**config.mk**
```make
export PLATFORM = sky130hd
export DESIGN_NAME = if_fetch_queue
export DESIGN_NICKNAME = d
export VERILOG_FILES = /design/src/rtl/pipeline_pkg.sv /design/src/rtl/fetchq_fifo.sv /design/src/rtl/if_fetch_queue.sv
export SDC_FILE = /design/constraint.sdc
export NUM_CORES = 1
export LEC_CHECK = 0
export CAP_MARGIN = 20
export CELL_PAD_IN_SITES_DETAIL_PLACEMENT = 0
export CELL_PAD_IN_SITES_GLOBAL_PLACEMENT = 2
export CORE_MARGIN = 2
export CORE_UTILIZATION = 30
export CTS_CLUSTER_DIAMETER = 80
export DETAILED_ROUTE_END_ITERATION = 10
export PLACE_DENSITY = 0.73
export SYNTH_ARGS = -nofsm -noshare
export SYNTH_HDL_FRONTEND = slang
export SYNTH_SLANG_ARGS = --single-unit
```
**constraint.sdc**
```tcl
create_clock -name i_clk -period 5.8 [get_ports i_clk]
set_input_delay 0.87 -clock i_clk [delete_from_list [all_inputs] [get_ports i_clk]]
set_output_delay 0.87 -clock i_clk [all_outputs]
set_load 0.02 [all_outputs]
```
**src/rtl/pipeline_pkg.sv**
```systemverilog
// Shared fetch-pipeline types: machine width, instruction size, fetch FSM states
// and the queue entry layout used by if_fetch_queue and fetchq_fifo.
package pipeline_pkg;

  localparam int XLEN        = 32;
  localparam int INSTR_BYTES = 4;

  typedef enum logic [1:0] {
    ST_ISSUE   = 2'd0,
    ST_WAIT    = 2'd1,
    ST_DISCARD = 2'd2
  } fetch_state_e;

  typedef struct packed {
    logic [XLEN-1:0] instr;
    logic [XLEN-1:0] next_pc;
  } fetchq_entry_t;

endpackage

```
**src/rtl/fetchq_fifo.sv**
```systemverilog
// Circular instruction queue: storage, read/write pointers and occupancy count.
// Clear empties the queue; a pop on an empty queue is ignored.
module fetchq_fifo
  import pipeline_pkg::*;
#(
  parameter int DEPTH = 4
) (
  input  logic                   i_clk,
  input  logic                   i_rst_n,
  input  logic                   i_clr,
  input  logic                   i_push,
  input  fetchq_entry_t          i_entry,
  input  logic                   i_pop,
  output fetchq_entry_t          o_head,
  output logic [$clog2(DEPTH):0] o_count
);

  localparam int PW = $clog2(DEPTH);
  localparam int CW = PW + 1;

  fetchq_entry_t   mem_q [DEPTH];
  logic [PW-1:0]   wr_ptr_q, rd_ptr_q;
  logic [CW-1:0]   count_q, count_d;
  logic            push_s, pop_s;

  assign pop_s  = i_pop && (count_q != {CW{1'b0}});
  assign push_s = i_push && ((count_q != CW'(DEPTH)) || pop_s);

  // Occupancy update: simultaneous push and pop leave the count unchanged
  always_comb begin
    count_d = count_q;
    case ({push_s, pop_s})
      2'b10:   count_d = count_q + {{(CW-1){1'b0}}, 1'b1};
      2'b01:   count_d = count_q - {{(CW-1){1'b0}}, 1'b1};
      default: count_d = count_q;
    endcase
  end

  // Pointer and count registers; power-of-two depth lets pointers wrap naturally
  always_ff @(posedge i_clk) begin
    if (!i_rst_n || i_clr) begin
      wr_ptr_q <= {PW{1'b0}};
      rd_ptr_q <= {PW{1'b0}};
      count_q  <= {CW{1'b0}};
    end else begin
      if (push_s) wr_ptr_q <= wr_ptr_q + {{(PW-1){1'b0}}, 1'b1};
      if (pop_s)  rd_ptr_q <= rd_ptr_q + {{(PW-1){1'b0}}, 1'b1};
      count_q <= count_d;
    end
  end

  // Entry storage
  always_ff @(posedge i_clk) begin
    if (push_s && i_rst_n && !i_clr) mem_q[wr_ptr_q] <= i_entry;
  end

  assign o_head  = mem_q[rd_ptr_q];
  assign o_count = count_q;

endmodule

```
**src/rtl/if_fetch_queue.sv**
```systemverilog
// Instruction fetch front end: single-outstanding memory request FSM, fetch PC and
// branch redirect feeding a fetchq_fifo. Optional perf counters: FETCHQ_PERF_EN.
module if_fetch_queue
  import pipeline_pkg::*;
#(
  parameter int          DEPTH    = 4,
  parameter logic [31:0] RESET_PC = 32'h0000_0000
) (
  input  logic        i_clk,
  input  logic        i_rst_n,
  input  logic        i_branch_taken,
  input  logic [31:0] i_branch_pc,
  output logic        o_imem_req,
  output logic [31:0] o_imem_addr,
  input  logic        i_imem_ack,
  input  logic [31:0] i_imem_data,
  output logic        o_valid,
  input  logic        i_id_ready,
  output logic [31:0] o_instr,
`ifdef FETCHQ_PERF_EN
  output logic [15:0] o_perf_flush_cnt,
  output logic [15:0] o_perf_bubble_cnt,
`endif
  output logic [31:0] o_next_pc
);

  localparam int CW = $clog2(DEPTH) + 1;

  fetch_state_e    state_q, state_d;
  logic [XLEN-1:0] pc_q, pc_d;
  logic [XLEN-1:0] addr_q, addr_d;
  logic [XLEN-1:0] target_s, pc_inc_s;
  logic            req_s, push_s, room_s;
  logic [CW-1:0]   count_s;
  fetchq_entry_t   head_s, entry_s;

  assign target_s = i_branch_pc & 32'hFFFF_FFFC;
  assign pc_inc_s = pc_q + XLEN'(INSTR_BYTES);
  assign room_s   = count_s < CW'(DEPTH);
  assign entry_s  = '{instr: i_imem_data, next_pc: pc_inc_s};

  // Fetch FSM: a new request is offered in ISSUE and may be acked in that same cycle
  always_comb begin
    state_d = state_q;
    pc_d    = pc_q;
    addr_d  = addr_q;
    req_s   = 1'b0;
    push_s  = 1'b0;
    case (state_q)
      ST_ISSUE: begin
        if (i_branch_taken) begin
          pc_d = target_s;
        end else if (room_s) begin
          req_s  = 1'b1;
          addr_d = pc_q;
          if (i_imem_ack) begin
            push_s = 1'b1;
            pc_d   = pc_inc_s;
          end else begin
            state_d = ST_WAIT;
          end
        end else begin
          state_d = ST_ISSUE;
        end
      end
      ST_WAIT: begin
        req_s = 1'b1;
        if (i_branch_taken) begin
          pc_d    = target_s;
          state_d = i_imem_ack ? ST_ISSUE : ST_DISCARD;
        end else if (i_imem_ack) begin
          push_s  = 1'b1;
          pc_d    = pc_inc_s;
          state_d = ST_ISSUE;
        end else begin
          state_d = ST_WAIT;
        end
      end
      ST_DISCARD: begin
        // Stale request still owns the bus; only its completion frees the FSM
        req_s = 1'b1;
        if (i_branch_taken) pc_d = target_s;
        else                pc_d = pc_q;
        if (i_imem_ack) state_d = ST_ISSUE;
        else            state_d = ST_DISCARD;
      end
      default: begin
        state_d = ST_ISSUE;
      end
    endcase
  end

  // FSM, fetch PC and held request address
  always_ff @(posedge i_clk) begin
    if (!i_rst_n) begin
      state_q <= ST_ISSUE;
      pc_q    <= RESET_PC;
      addr_q  <= RESET_PC;
    end else begin
      state_q <= state_d;
      pc_q    <= pc_d;
      addr_q  <= addr_d;
    end
  end

  fetchq_fifo #(.DEPTH(DEPTH)) u_fifo (
    .i_clk   (i_clk),
    .i_rst_n (i_rst_n),
    .i_clr   (i_branch_taken),
    .i_push  (push_s),
    .i_entry (entry_s),
    .i_pop   (o_valid && i_id_ready),
    .o_head  (head_s),
    .o_count (count_s)
  );

  assign o_imem_req  = req_s && i_rst_n;
  assign o_imem_addr = (state_q == ST_ISSUE) ? pc_q : addr_q;
  assign o_valid     = (count_s != {CW{1'b0}});
  assign o_instr     = o_valid ? head_s.instr   : 32'h0000_0000;
  assign o_next_pc   = o_valid ? head_s.next_pc : 32'h0000_0000;

`ifdef FETCHQ_PERF_EN
  logic [15:0] flush_cnt_q, bubble_cnt_q;

  // Saturating flush and bubble counters
  always_ff @(posedge i_clk) begin
    if (!i_rst_n) begin
      flush_cnt_q  <= 16'h0000;
      bubble_cnt_q <= 16'h0000;
    end else begin
      if (i_branch_taken && (flush_cnt_q != 16'hFFFF))
        flush_cnt_q <= flush_cnt_q + 16'h0001;
      if (!o_valid && i_id_ready && (bubble_cnt_q != 16'hFFFF))
        bubble_cnt_q <= bubble_cnt_q + 16'h0001;
    end
  end

  assign o_perf_flush_cnt  = flush_cnt_q;
  assign o_perf_bubble_cnt = bubble_cnt_q;
`endif

endmodule

```
# ---- Yosys cells after proc, flatten, opt, wreduce, memory -nomap -nowiden
# Memories as Yosys holds them, arrays and structs flattened. A register that Yosys moved wholly into a read port is not among the register bits.
# Cells that the tools add are included.
# Widths: inputs -> output; s select.
dict set report word_totals {
  regBits 73
  mem_bits_rw 256
  output_inout_bits 98
  word_cells 70
  mem_count 1
}
dict set report classes {
  add_sub_neg 5
  magnitude_cmp 1
  n_eq_ne 9
  mux 29
  bitwise_logic 1
  reduce_logical 18
}
# name depth word_bits rd rd_clocked_by_memory_dff write_ports line_no
set mem_list {}
lappend mem_list {u_fifo.mem_q 4 64 1 1 1 fetchq_fifo.sv:21} ;# fetchq_entry_t mem_q [DEPTH];
# operator count
set ops {}
lappend ops {{$mux 32} 8}
lappend ops {{$pmux 32 s3} 1}
lappend ops {{$add 32x3->32 const B} 1}
lappend ops {{$mux 2} 7}
lappend ops {{$mux 1} 9}
lappend ops {{$ne 3x3->1 const B} 3}
lappend ops {{$logic_and 1x1->1} 6}
lappend ops {{$pmux 2 s3} 1}
lappend ops {{$pmux 3 s2} 1}
lappend ops {{$reduce_and 3->1} 2}
lappend ops {{$reduce_bool 3->1} 2}
lappend ops {{$add 2x1->2 const B} 2}
lappend ops {{$eq 2x1->1 const B} 2}
lappend ops {{$eq 2x2->1 const B} 2}
lappend ops {{$ne 2x2->1 const B} 2}
lappend ops {{$pmux 1 s2} 2}
lappend ops {{$add 3x1->3 const B} 1}
lappend ops {{$lt 3x3->1 const B} 1}
lappend ops {{$sub 3x1->3 const B} 1}
lappend ops {{$logic_not 1->1} 2}
lappend ops {{$logic_not 2->1} 1}
lappend ops {{$logic_or 1x1->1} 2}
lappend ops {{$reduce_and 2->1} 1}
lappend ops {{$reduce_bool 2->1} 1}
lappend ops {{2 further kinds} 2}

# ---- Depth between registers and ports, before layout
# Gate-level depths: netlist of the first run.
dict set report logic_depth {
  word_depth 9
  depth_mapped 12
}

# ---- Modules after synthesis
# A second synthesis of the first run with hierarchy kept.
dict set report unflattened {
  hier_cells 989
  hier_area_um2 14167.3
}
# mod n_inst cells_each area_per_inst_um2 seq_area_each_um2
set modules_own_cells {}
lappend modules_own_cells {fetchq_fifo 1 392 9708.1 7867.5}
lappend modules_own_cells {if_fetch_queue 1 597 4459.3 1241.2}

# ---- Least setup slack after synthesis of the first run
# OpenSTA, ideal clock, no wires.
dict set report synth_timing {
  path_type {input -> register}
  start {in i_branch_taken}
  end {mem u_fifo.mem_q[1][10] (netlist bit), enable pin}
  setup_time_ps 427
  t_arrival_ps 3436
  required_time_ps 5373
  slack_ps 1937
  cell_stages 3
  n_path_buf 1
  path_cell_list {clkbuf_1 > nor4b_1 > and3_1}
}
dict set report synth_via {
  elab_chain_len 7
  word_cells_on_any_way 9
  cone_classes {mux: 5; reduce/logical: 4}
}
# element line_no
set synth_lines {}
lappend synth_lines {{start, declared} if_fetch_queue.sv:11} ;# input logic i_branch_taken,
lappend synth_lines {{$mux 1 (on tied branches)} {if_fetch_queue.sv:68, if_fetch_queue.sv:51}}
lappend synth_lines {{$pmux 1 s2} if_fetch_queue.sv:49} ;# case (state_q)
lappend synth_lines {{$logic_and 1x1->1} fetchq_fifo.sv:27} ;# assign push_s = i_push && ((count_q != CW'(DEPTH)) || pop_s);
lappend synth_lines {{$logic_and 1x1->1} fetchq_fifo.sv:54} ;# if (push_s && i_rst_n && !i_clr) mem_q[wr_ptr_q] <= i_entry;
lappend synth_lines {{$logic_and 1x1->1 (*)} fetchq_fifo.sv:54}
lappend synth_lines {{$mux 1 (*)} fetchq_fifo.sv:54}
lappend synth_lines {{$mux 1 (implied by the code) (*)} fetchq_fifo.sv:54}
lappend synth_lines {{end, declared} fetchq_fifo.sv:21}
# Every way passes the cells marked *; elsewhere a longest branch is shown, timed or not.

==> results of run 1 <==
sequential cells by signal, indices dropped and copies added (netlist names), named ones only:
name	cells
u_fifo.o_count	3
pc_q	30
u_fifo.mem_q	248
u_fifo.wr_ptr_q	2
state_q	2
addr_q	30
u_fifo.rd_ptr_q	2
worst max-delay path, stage by stage (launching register included):
cell	delay, ns
dfxtp_4	0.60
buf_4	0.54
mux4_2	0.58
and2_1	0.17
clkdlybuf4s50_1	0.53
layer usage:
layer  track usage [%]  vias to the layer above
li1                  -                     3885
met1              19.3                     4078
met2              21.4                      192
met3              3.51                       36
met4              3.36                        0
met5                 0                        -
placed cells by master (no fill, tap or decap), types with 4 or more instances in the layout:
cell type / Yosys / layout
a21oi_1: 58 / 58
a22o_1: 4 / 4
a22oi_1: 6 / 6
a31oi_1: 5 / 5
and2_1: 68 / 68
and3_1: 13 / 9
and3_4: 0 / 4
buf_4: 7 / 14
clkbuf_1: 52 / 11
clkbuf_16: 0 / 38
clkdlybuf4s50_1: 0 / 160
clkinv_1: 0 / 6
clkinv_2: 0 / 4
conb_1: 1 / 4
dfxtp_1: 71 / 69
edfxtp_1: 248 / 248
ha_1: 10 / 10
inv_1: 11 / 11
mux2_2: 30 / 30
mux4_2: 62 / 62
nand2_1: 104 / 104
nand2b_1: 4 / 4
nand3_1: 24 / 24
nand4_1: 5 / 5
nor2_1: 39 / 39
nor3_1: 7 / 7
nor4_1: 5 / 5
o211ai_1: 4 / 4
o21ai_0: 21 / 21
o31a_1: 4 / 4
xnor2_1: 20 / 20
xor2_1: 13 / 13
logic make-up (layout without fill, tap and decap cells):
family | count (synthesis) | count (layout)
flops | 319 | 319
compound gates | 121 | 121
other cells | 1 | 4
fa+ha+maj | 11 | 11
mux | 95 | 95
simple gates | 295 | 295
buf+inv | 90 | 251
xor+xnor | 33 | 33
power by group:
part	switching (mW)	total, mW	internal [mW]
logic	0.262	0.477	0.215
registers	0.0495	2.56	2.52
clock network	0.898	2.17	1.28
worst max-delay path by stage:
stage / end / slack [ns] / cells after the start
global placement: o_imem_req / 1.98 / 6
CTS: o_instr[7] / 1.80 / 4
global route: o_instr[29] / 1.69 / 4
detailed placement: o_imem_req / 2.00 / 6
floorplan: u_fifo.mem_q[1][10] / 1.94 / 3
finish: o_instr[13] / 1.94 / 4
through the flow:
step | setup slack (ns) | total power [mW] | hold WS, ns | std cells | utilization [%]
finish | 1.94 | 5.22 | 0.451 | 1729 | 37.6
global route | 1.69 | 5.43 | 0.475 | 1729 | 37.6
CTS | 1.80 | 5.30 | 0.454 | 1729 | 37.6
detailed placement | 2.00 | 3.10 | 0.446 | 1663 | 35.1
global placement | 1.98 | 3.09 | 0.439 | 1663 | 35.1
floorplan | 1.94 | 2.88 | 0.434 | 968 | -
cell type report:
type / count / area (um2)
Tap cell: 600 / 751
Clock buffer: 51 / 1020
Fill cell: 4311 / 28300
Sequential cell: 319 / 8880
Inverter: 11 / 41.3
Clock inverter: 15 / 114
Timing Repair Buffer: 174 / 1710
Multi-Input combinational cell: 559 / 4520
==> flow_metrics.env, run 1 <==
export IMPL_outcome="finished clean"
export IMPL_start_util_pct=30.3
export IMPL_grt_use_total_pct=13.8
export IMPL_dr_pass1_iters=5
export IMPL_endpoint_kind="primary output"
export IMPL_drtIter0Drc=596
export IMPL_synth_top_family_by_area="multiplexers"
export IMPL_synth_seq_cells=319
export IMPL_reg2reg_slack_ns=2.85
export IMPL_finalInstanceArea_um2=17000
export IMPL_wl_met2_mm=14.9
export IMPL_ant_nets=0
export IMPL_place_hpwl_mm=19.8
export IMPL_grt_pass1_wl_mm=50.0
export IMPL_cp_arrival_ns=2.99
export IMPL_io_buffers=160
export IMPL_rsz0062_at_grt="no"
export IMPL_hp_start="addr_q[8]"
export IMPL_cts_sinks=319
export IMPL_whs_endpoint="addr_q[8]"
export IMPL_syn_area_per_cell_um2=14.2
export IMPL_synth_top_cell_area_share_pct=54.2
export IMPL_timing_rr_end="u_fifo.mem_q[3][28]"
export IMPL_clkTransAtPathRegs_ns=0.06
export IMPL_slew_headroom_pct=30.2
export IMPL_critPathMaxFanout=26
export IMPL_ctsResizeCount=0
export IMPL_cts_max_path_buffers=3
export IMPL_hold_buffers=0
export IMPL_synth_area_leaders="edfxtp_1 (54%), dfxtp_1 (10%), mux4_2 (10%)"
export IMPL_io_pins=167
export IMPL_n_antenna_cell=0
export IMPL_die_h_um=218
export IMPL_yosys_area_top_type="edfxtp_1"
export IMPL_clkLatencyLatePin_ns=0.54
export IMPL_viasPerCell=4.74
export IMPL_fmax_mhz=259
export IMPL_worstMarginPinSlew_ns=1.05
export IMPL_wl_met1_mm=15.5
export IMPL_muxShareOfSynthArea_pct=12.8
export IMPL_fin_crit_sh_pct=66.6
export IMPL_slew_viol_final=0
export IMPL_core_area_um2=45300
export IMPL_netlist_instances=965
export IMPL_cts_setup_buffers=0
export IMPL_hp_class="register to register"
export IMPL_power_leakage_nw=5.55
export IMPL_ys_seq_area_share_pct=64.5
export IMPL_grt_antenna_before_repair=0
export IMPL_rows=78
export IMPL_finClkSkew_ns=0.0255
export IMPL_synth_edf_count=248
export IMPL_final_min_clock_period_ns=3.86
export IMPL_ys_flop_type="edfxtp_1"
export IMPL_cap_violations=0
export IMPL_dr_total_vias=8191
export IMPL_cts_tree="done"
export IMPL_pwr_density_cell_nw_per_um2=306
export IMPL_top_layer="met4"
export IMPL_setup_viol=0
export IMPL_setup_tns_ns=0
export IMPL_reg2reg_from="pc_q[3]"
export IMPL_synthTopCellsByCount="edfxtp_1 (248), nand2_1 (104), dfxtp_1 (71)"
export IMPL_syn_area_um2=13700
export IMPL_first_global_vias=8335
export IMPL_worstSetupStartpointType="register"
export IMPL_die_area_um2=47500
export IMPL_htree_levels=2
export IMPL_yosysMostFrequentCell="edfxtp_1"
export IMPL_final_nets=1181
export IMPL_numCtsBuffers=36
export IMPL_synth_compound_area_share_pct=5.35
export IMPL_finalWirelength_mm=32.7
export IMPL_grt_overflow=0
export IMPL_crit_required_ns=4.93
export IMPL_drc=0
export IMPL_ys_types=58
export IMPL_area_growth_pct=24.0
export IMPL_yosys_area_share_adder_pct=1.06
export IMPL_reg2reg_depth=5
export IMPL_grt_max_degree=64
export IMPL_yosys_area_share_simple_pct=11.3
export IMPL_finalHoldViolCount=0
export IMPL_peakVddDrop_v=0.000154
export IMPL_synth_xor_area_share_pct=2.10
export IMPL_clockRootBuffer="clkbuf_16"
export IMPL_place_area_um2=15900
export IMPL_wl_met3_mm=1.73
export IMPL_gp_congestion=0.723
export IMPL_yosysWarnings=0
export IMPL_whs_path_depth=2
export IMPL_die_w_um=218
export IMPL_routedWlPerCell_um=18.9
export IMPL_crit_type="register to primary output"
export IMPL_async_reset_ff_share_pct=0
export IMPL_drive_above_1_share_pct=15.6
Note: power is estimated with default switching activity, not from simulation.
==> run 2, diff against run 1 <==
--- a/config.mk
+++ b/config.mk
@@ -12,7 +12,7 @@
 export CORE_UTILIZATION = 30
 export CTS_CLUSTER_DIAMETER = 80
 export DETAILED_ROUTE_END_ITERATION = 10
-export PLACE_DENSITY = 0.73
+export PLACE_DENSITY = 0.76
 export SYNTH_ARGS = -nofsm -noshare
 export SYNTH_HDL_FRONTEND = slang
 export SYNTH_SLANG_ARGS = --single-unit
==> constraint.sdc (replaced) <==
create_clock -name i_clk -period 3.3 [get_ports i_clk]
set_input_delay 0.495 -clock i_clk [delete_from_list [all_inputs] [get_ports i_clk]]
set_output_delay 0.495 -clock i_clk [all_outputs]
set_load 0.02 [all_outputs]
==> run 2 against run 1 <==
  * Final area grew 1.7%
  * Critical path type unchanged
  * Register-to-register slack lost 2.1 ns
  * Wire length shrank 1.1%
  * Setup slack lost 1.7 ns
  * Die area is the same
  * Utilization grew 0.64 points
  * Combinational power grew 83%
  * Final cell count grew 1.1%
  * Clock skew shrank 0.0029 ns
==> flow_metrics.env, run 2 (synthesized netlist as in run 1, its figures left out) <==
export IMPL_cp_cell_sequence="buf_12 > mux4_2 > and2_1 > clkdlybuf4s50_1"
export IMPL_hold_buffers=0
export IMPL_grt_pass1_wl_mm=49.8
export IMPL_grt_met2_usage_pct=21.4
export IMPL_routedWlPerCell_um=18.5
export IMPL_use_met1_pct=19.4
export IMPL_setup_viol=0
export IMPL_final_min_clock_period_ns=3.03
export IMPL_die_w_um=218
export IMPL_drive_above_1_share_pct=17.8
export IMPL_reg_top3="u_fifo.mem_q x248, addr_q x30, pc_q x30"
export IMPL_met3_usage_pct=2.76
export IMPL_crit_type="register to primary output"
export IMPL_nFillCells=4301
export IMPL_fin_crit_sh_pct=91.9
export IMPL_viasPerCell=4.73
export IMPL_cts_sinks=319
export IMPL_clkTransAtPathRegs_ns=0.06
export IMPL_slew_viol_final=0
export IMPL_slew_headroom_pct=59.9
export IMPL_worstMarginPinSlew_ns=0.597
export IMPL_place_hpwl_mm=20.4
export IMPL_seqCellArea_um2=8870
export IMPL_finalWirelength_mm=32.3
export IMPL_largest_register_ffs=248
export IMPL_grt_busiest_layer="met2"
export IMPL_cts_tree="done"
export IMPL_crit_required_ns=2.80
export IMPL_drtIter0Drc=571
export IMPL_clockRootBuffer="clkbuf_16"
export IMPL_setup_tns_ns=0
export IMPL_multi_input_area_um2=4510
export IMPL_top_register="u_fifo.mem_q"
export IMPL_peakVddDrop_v=0.000284
export IMPL_htree_levels=2
export IMPL_critPathMaxFanout=35
export IMPL_pwr_density_cell_nw_per_um2=539
export IMPL_worstSetupStartpointType="register"
export IMPL_cpMaxStageDelayCell="mux4_2"
export IMPL_die_area_um2=47500
export IMPL_finalPower_mw=9.34
export IMPL_io_pins=167
export IMPL_clkLatencyLatePin_ns=0.54
export IMPL_drc=0
export IMPL_cp_arrival_ns=2.54
export IMPL_start_util_pct=30.3
export IMPL_rsz0062_at_grt="no"
export IMPL_core_area_um2=45300
export IMPL_outcome="finished clean"
export IMPL_cts_setup_buffers=0
export IMPL_grt_max_degree=65
export IMPL_hp_class="register to register"
export IMPL_die_h_um=218
export IMPL_area_growth_pct=26.1
export IMPL_cts_max_path_buffers=3
export IMPL_gp_congestion=0.758
export IMPL_endpoint_kind="primary output"
export IMPL_grt_use_total_pct=13.8
export IMPL_final_nets=1203
export IMPL_crit_family="buffers and inverters"
export IMPL_power_leakage_nw=5.70
export IMPL_cap_violations=0
export IMPL_mostFrequentLayoutCells="edfxtp_1 (248), clkdlybuf4s50_1 (159), nand2_1 (104)"
export IMPL_dr_pass1_iters=4
export IMPL_numCtsBuffers=38
export IMPL_finClkSkew_ns=0.0226
export IMPL_ctsResizeCount=0
export IMPL_first_global_vias=8354
export IMPL_final_common_cell="edfxtp_1"
export IMPL_dr_total_vias=8274
export IMPL_crit_buf_inv=2
export IMPL_rows=78
export IMPL_finalHoldViolCount=0
export IMPL_grt_overflow=0
export IMPL_fmax_mhz=330
export IMPL_ant_nets=0
export IMPL_grt_antenna_before_repair=3
export IMPL_critPathMaxStageDelay_ns=0.60
export IMPL_io_buffers=160
-- run 2: routing by layer --
| layer | vias to the layer above | part of all wire [%] |
|---|---|---|
| met5 | - | 0 |
| met4 | 0 | 1.8 |
| met3 | 41 | 4.9 |
| met2 | 190 | 45 |
| met1 | 4120 | 48 |
| li1 | 3923 | - |
-- run 2: final timing paths --
kind               from                   to  slack [ns]  depth (start not counted)
min reg2reg  addr_q[30]           addr_q[30]        0.45                          2
max reg2reg    pc_q[11]  u_fifo.mem_q[0][30]        0.73                          4
min          addr_q[30]           addr_q[30]        0.45                          2
max            register        o_next_pc[29]        0.27                          4
-- run 2: worst reg2reg max path: cells and delay by family (launching register included) --
kind / cells / cell delay, ns
simple gates: 3 / 1.28
flops: 1 / 0.58
xor+xnor: 1 / 0.43
-- run 2: area by class of cell --
cell class | instances | area share [%]
sequential | 319 | 51.2
multi-input combinational | 559 | 26.0
timing repair buffer | 194 | 11.3
clock buffer | 47 | 5.92
tap | 600 | 4.33
clock inverter | 17 | 0.946
inverter | 11 | 0.238
antenna | 1 | 0.0144
-- run 2: per-stage QoR --
step           cell area (um2)  cells  util, %  hold WS, ns  setup slack, ns
2_1_floorplan            13800    968        -        0.434            0.308
3_3_place_gp             16100   1683     35.6        0.439            0.585
3_5_place_dp             16100   1683     35.6        0.444            0.574
4_1_cts                  17300   1747     38.2        0.452            0.195
5_1_grt                  17300   1747     38.2        0.472            0.136
6_report                 17300   1748     38.2        0.450            0.268
-- run 2: power by group --
part | switching, mW | internal [mW] | total (mW)
Combinational | 0.476 | 0.396 | 0.872
Clock | 1.60 | 2.37 | 3.97
Sequential | 0.0713 | 4.42 | 4.49
==> run 3, diff against run 2 <==
--- a/config.mk
+++ b/config.mk
@@ -8,7 +8,6 @@
 export CAP_MARGIN = 20
 export CELL_PAD_IN_SITES_DETAIL_PLACEMENT = 0
 export CELL_PAD_IN_SITES_GLOBAL_PLACEMENT = 2
-export CORE_MARGIN = 2
 export CORE_UTILIZATION = 30
 export CTS_CLUSTER_DIAMETER = 80
 export DETAILED_ROUTE_END_ITERATION = 10
==> run 3 against run 2 <==
  * Clock skew is 0.0011 ns higher
  * Non-clock buffer count rose by 4
  * Largest power group unchanged
  * Clock-buffer cell count down 1
  * Final area is 0.24% higher
  * Critical endpoint is now o_next_pc[12]
  * Highest routed layer unchanged
  * Sequential share of layout area fell by 0.12 points
  * Critical path depth stayed put
==> flow_metrics.env, run 3 (synthesized netlist as in run 1, its figures left out) <==
export IMPL_grt_use_total_pct=14.2
export IMPL_worstMarginPinSlew_ns=0.615
export IMPL_n_antenna_cell=0
export IMPL_cap_violations=0
export IMPL_reg2reg_depth=4
export IMPL_peakVddDrop_v=0.000342
export IMPL_mostFrequentLayoutCells="edfxtp_1 (248), clkdlybuf4s50_1 (159), nand2_1 (104)"
export IMPL_reg_top3="u_fifo.mem_q x248, addr_q x30, pc_q x30"
export IMPL_grt_max_degree=64
export IMPL_start_util_pct=30.3
export IMPL_routedWlPerCell_um=18.7
export IMPL_place_ws_ns=0.560
export IMPL_rsz0062_at_grt="no"
export IMPL_place_area_um2=16200
export IMPL_htree_levels=2
export IMPL_cts_tree="done"
export IMPL_die_h_um=216
export IMPL_finalWirelength_mm=32.7
export IMPL_dr_total_vias=8229
export IMPL_drc=0
export IMPL_clockRootBuffer="clkbuf_16"
export IMPL_die_w_um=216
export IMPL_reg2reg_slack_ns=0.68
export IMPL_finClkSkew_ns=0.0237
export IMPL_cts_sinks=319
export IMPL_die_area_um2=46700
export IMPL_setup_slack_ns=0.205
export IMPL_crit_type="register to primary output"
export IMPL_setup_tns_ns=0
export IMPL_reg2reg_from="pc_q[17]"
export IMPL_clkLatencyLatePin_ns=0.54
export IMPL_hold_buffers=0
export IMPL_rows=78
export IMPL_cts_max_path_buffers=3
export IMPL_area_growth_pct=26.4
export IMPL_final_common_cell="edfxtp_1"
export IMPL_fin_crit_sh_pct=93.8
export IMPL_place_hpwl_mm=20.6
export IMPL_core_area_um2=45300
export IMPL_setup_viol=0
export IMPL_cts_setup_buffers=0
export IMPL_finalInstanceArea_um2=17400
export IMPL_finalPower_mw=9.36
export IMPL_cp_arrival_ns=2.60
export IMPL_post_route_util_pct=38.3
export IMPL_pwr_density_cell_nw_per_um2=539
export IMPL_hp_class="register to register"
export IMPL_critPathMaxFanout=29
export IMPL_slew_headroom_pct=58.7
export IMPL_power_leakage_nw=5.74
export IMPL_first_global_vias=8314
export IMPL_io_buffers=160
export IMPL_finalHoldViolCount=0
export IMPL_grt_antenna_before_repair=1
export IMPL_final_nets=1205
export IMPL_viasPerCell=4.70
export IMPL_grt_overflow=0
export IMPL_outcome="finished clean"
export IMPL_gp_congestion=0.741
export IMPL_numCtsBuffers=36
export IMPL_slew_viol_final=0
export IMPL_endpoint_kind="primary output"
export IMPL_crit_required_ns=2.80
export IMPL_dr_pass1_iters=6
export IMPL_io_pins=167
export IMPL_drtIter0Drc=602
export IMPL_ctsResizeCount=0
export IMPL_grt_pass1_wl_mm=49.9
export IMPL_drive_above_1_share_pct=17.9
export IMPL_final_min_clock_period_ns=3.09
export IMPL_worstSetupStartpointType="register"
export IMPL_endpoint="o_next_pc[12]"
export IMPL_ant_nets=0
export IMPL_fmax_mhz=323
export IMPL_clkTransAtPathRegs_ns=0.06
export IMPL_timing_rr_end="u_fifo.mem_q[3][30]"
export IMPL_top_register="u_fifo.mem_q"
export IMPL_largest_register_ffs=248
-- run 3: cell count changes in the layout (fill, tap and decap cells not counted), sizes merged --
cell      before  now
buf           35   39
bufinv         2    4
clkbuf        47   46
clkinv         9   12
clkinvlp       5    2
diode          1    0
inv           12   11
-- run 3: layout make-up --
cell class / instances / area (um2)
multi-input combinational: 559 / 4510
fill: 4350 / 27900
timing repair buffer: 198 / 2010
clock buffer: 46 / 980
tap: 600 / 751
sequential: 319 / 8870
clock inverter: 18 / 199
inverter: 11 / 41.3
-- run 3: report_power, final --
part | switching [mW] | internal (mW)
Sequential | 0.0635 | 4.42
Clock | 1.57 | 2.42
Combinational | 0.487 | 0.403
-- run 3: metrics by stage --
stage               hold WS, ns  cells
CTS                       0.455   1751
global placement          0.439   1687
detailed placement        0.447   1687
finish                    0.451   1751
floorplan                 0.434    968
global route              0.469   1751
-- run 3: critical path, cell delays in order, from the launching register on --
cell and delay [ns]:
dfxtp_4 0.45, buf_12 0.29, mux4_2 0.59, and2_1 0.19
clkdlybuf4s50_1 0.54
-- run 3: metal layers --
| metal | vias up | global-route usage (%) | share of wire [%] |
|---|---|---|---|
| met3 | 41 | 2.99 | 5.1 |
| met1 | 4095 | 20.3 | 49 |
| li1 | 3916 | - | - |
| met5 | - | 0 | 0 |
| met4 | 0 | 4.15 | 1.8 |
| met2 | 177 | 21.5 | 44 |
-- run 3: worst min path at each step --
stage	start	to	slack (ns)	depth (start not counted)
finish	addr_q[15]	addr_q[15]	0.45	2
global route	addr_q[29]	addr_q[29]	0.47	2
CTS	addr_q[21]	addr_q[21]	0.45	2
detailed placement	addr_q[13]	addr_q[13]	0.45	2
global placement	addr_q[27]	addr_q[27]	0.44	2
floorplan	addr_q[10]	addr_q[10]	0.43	2
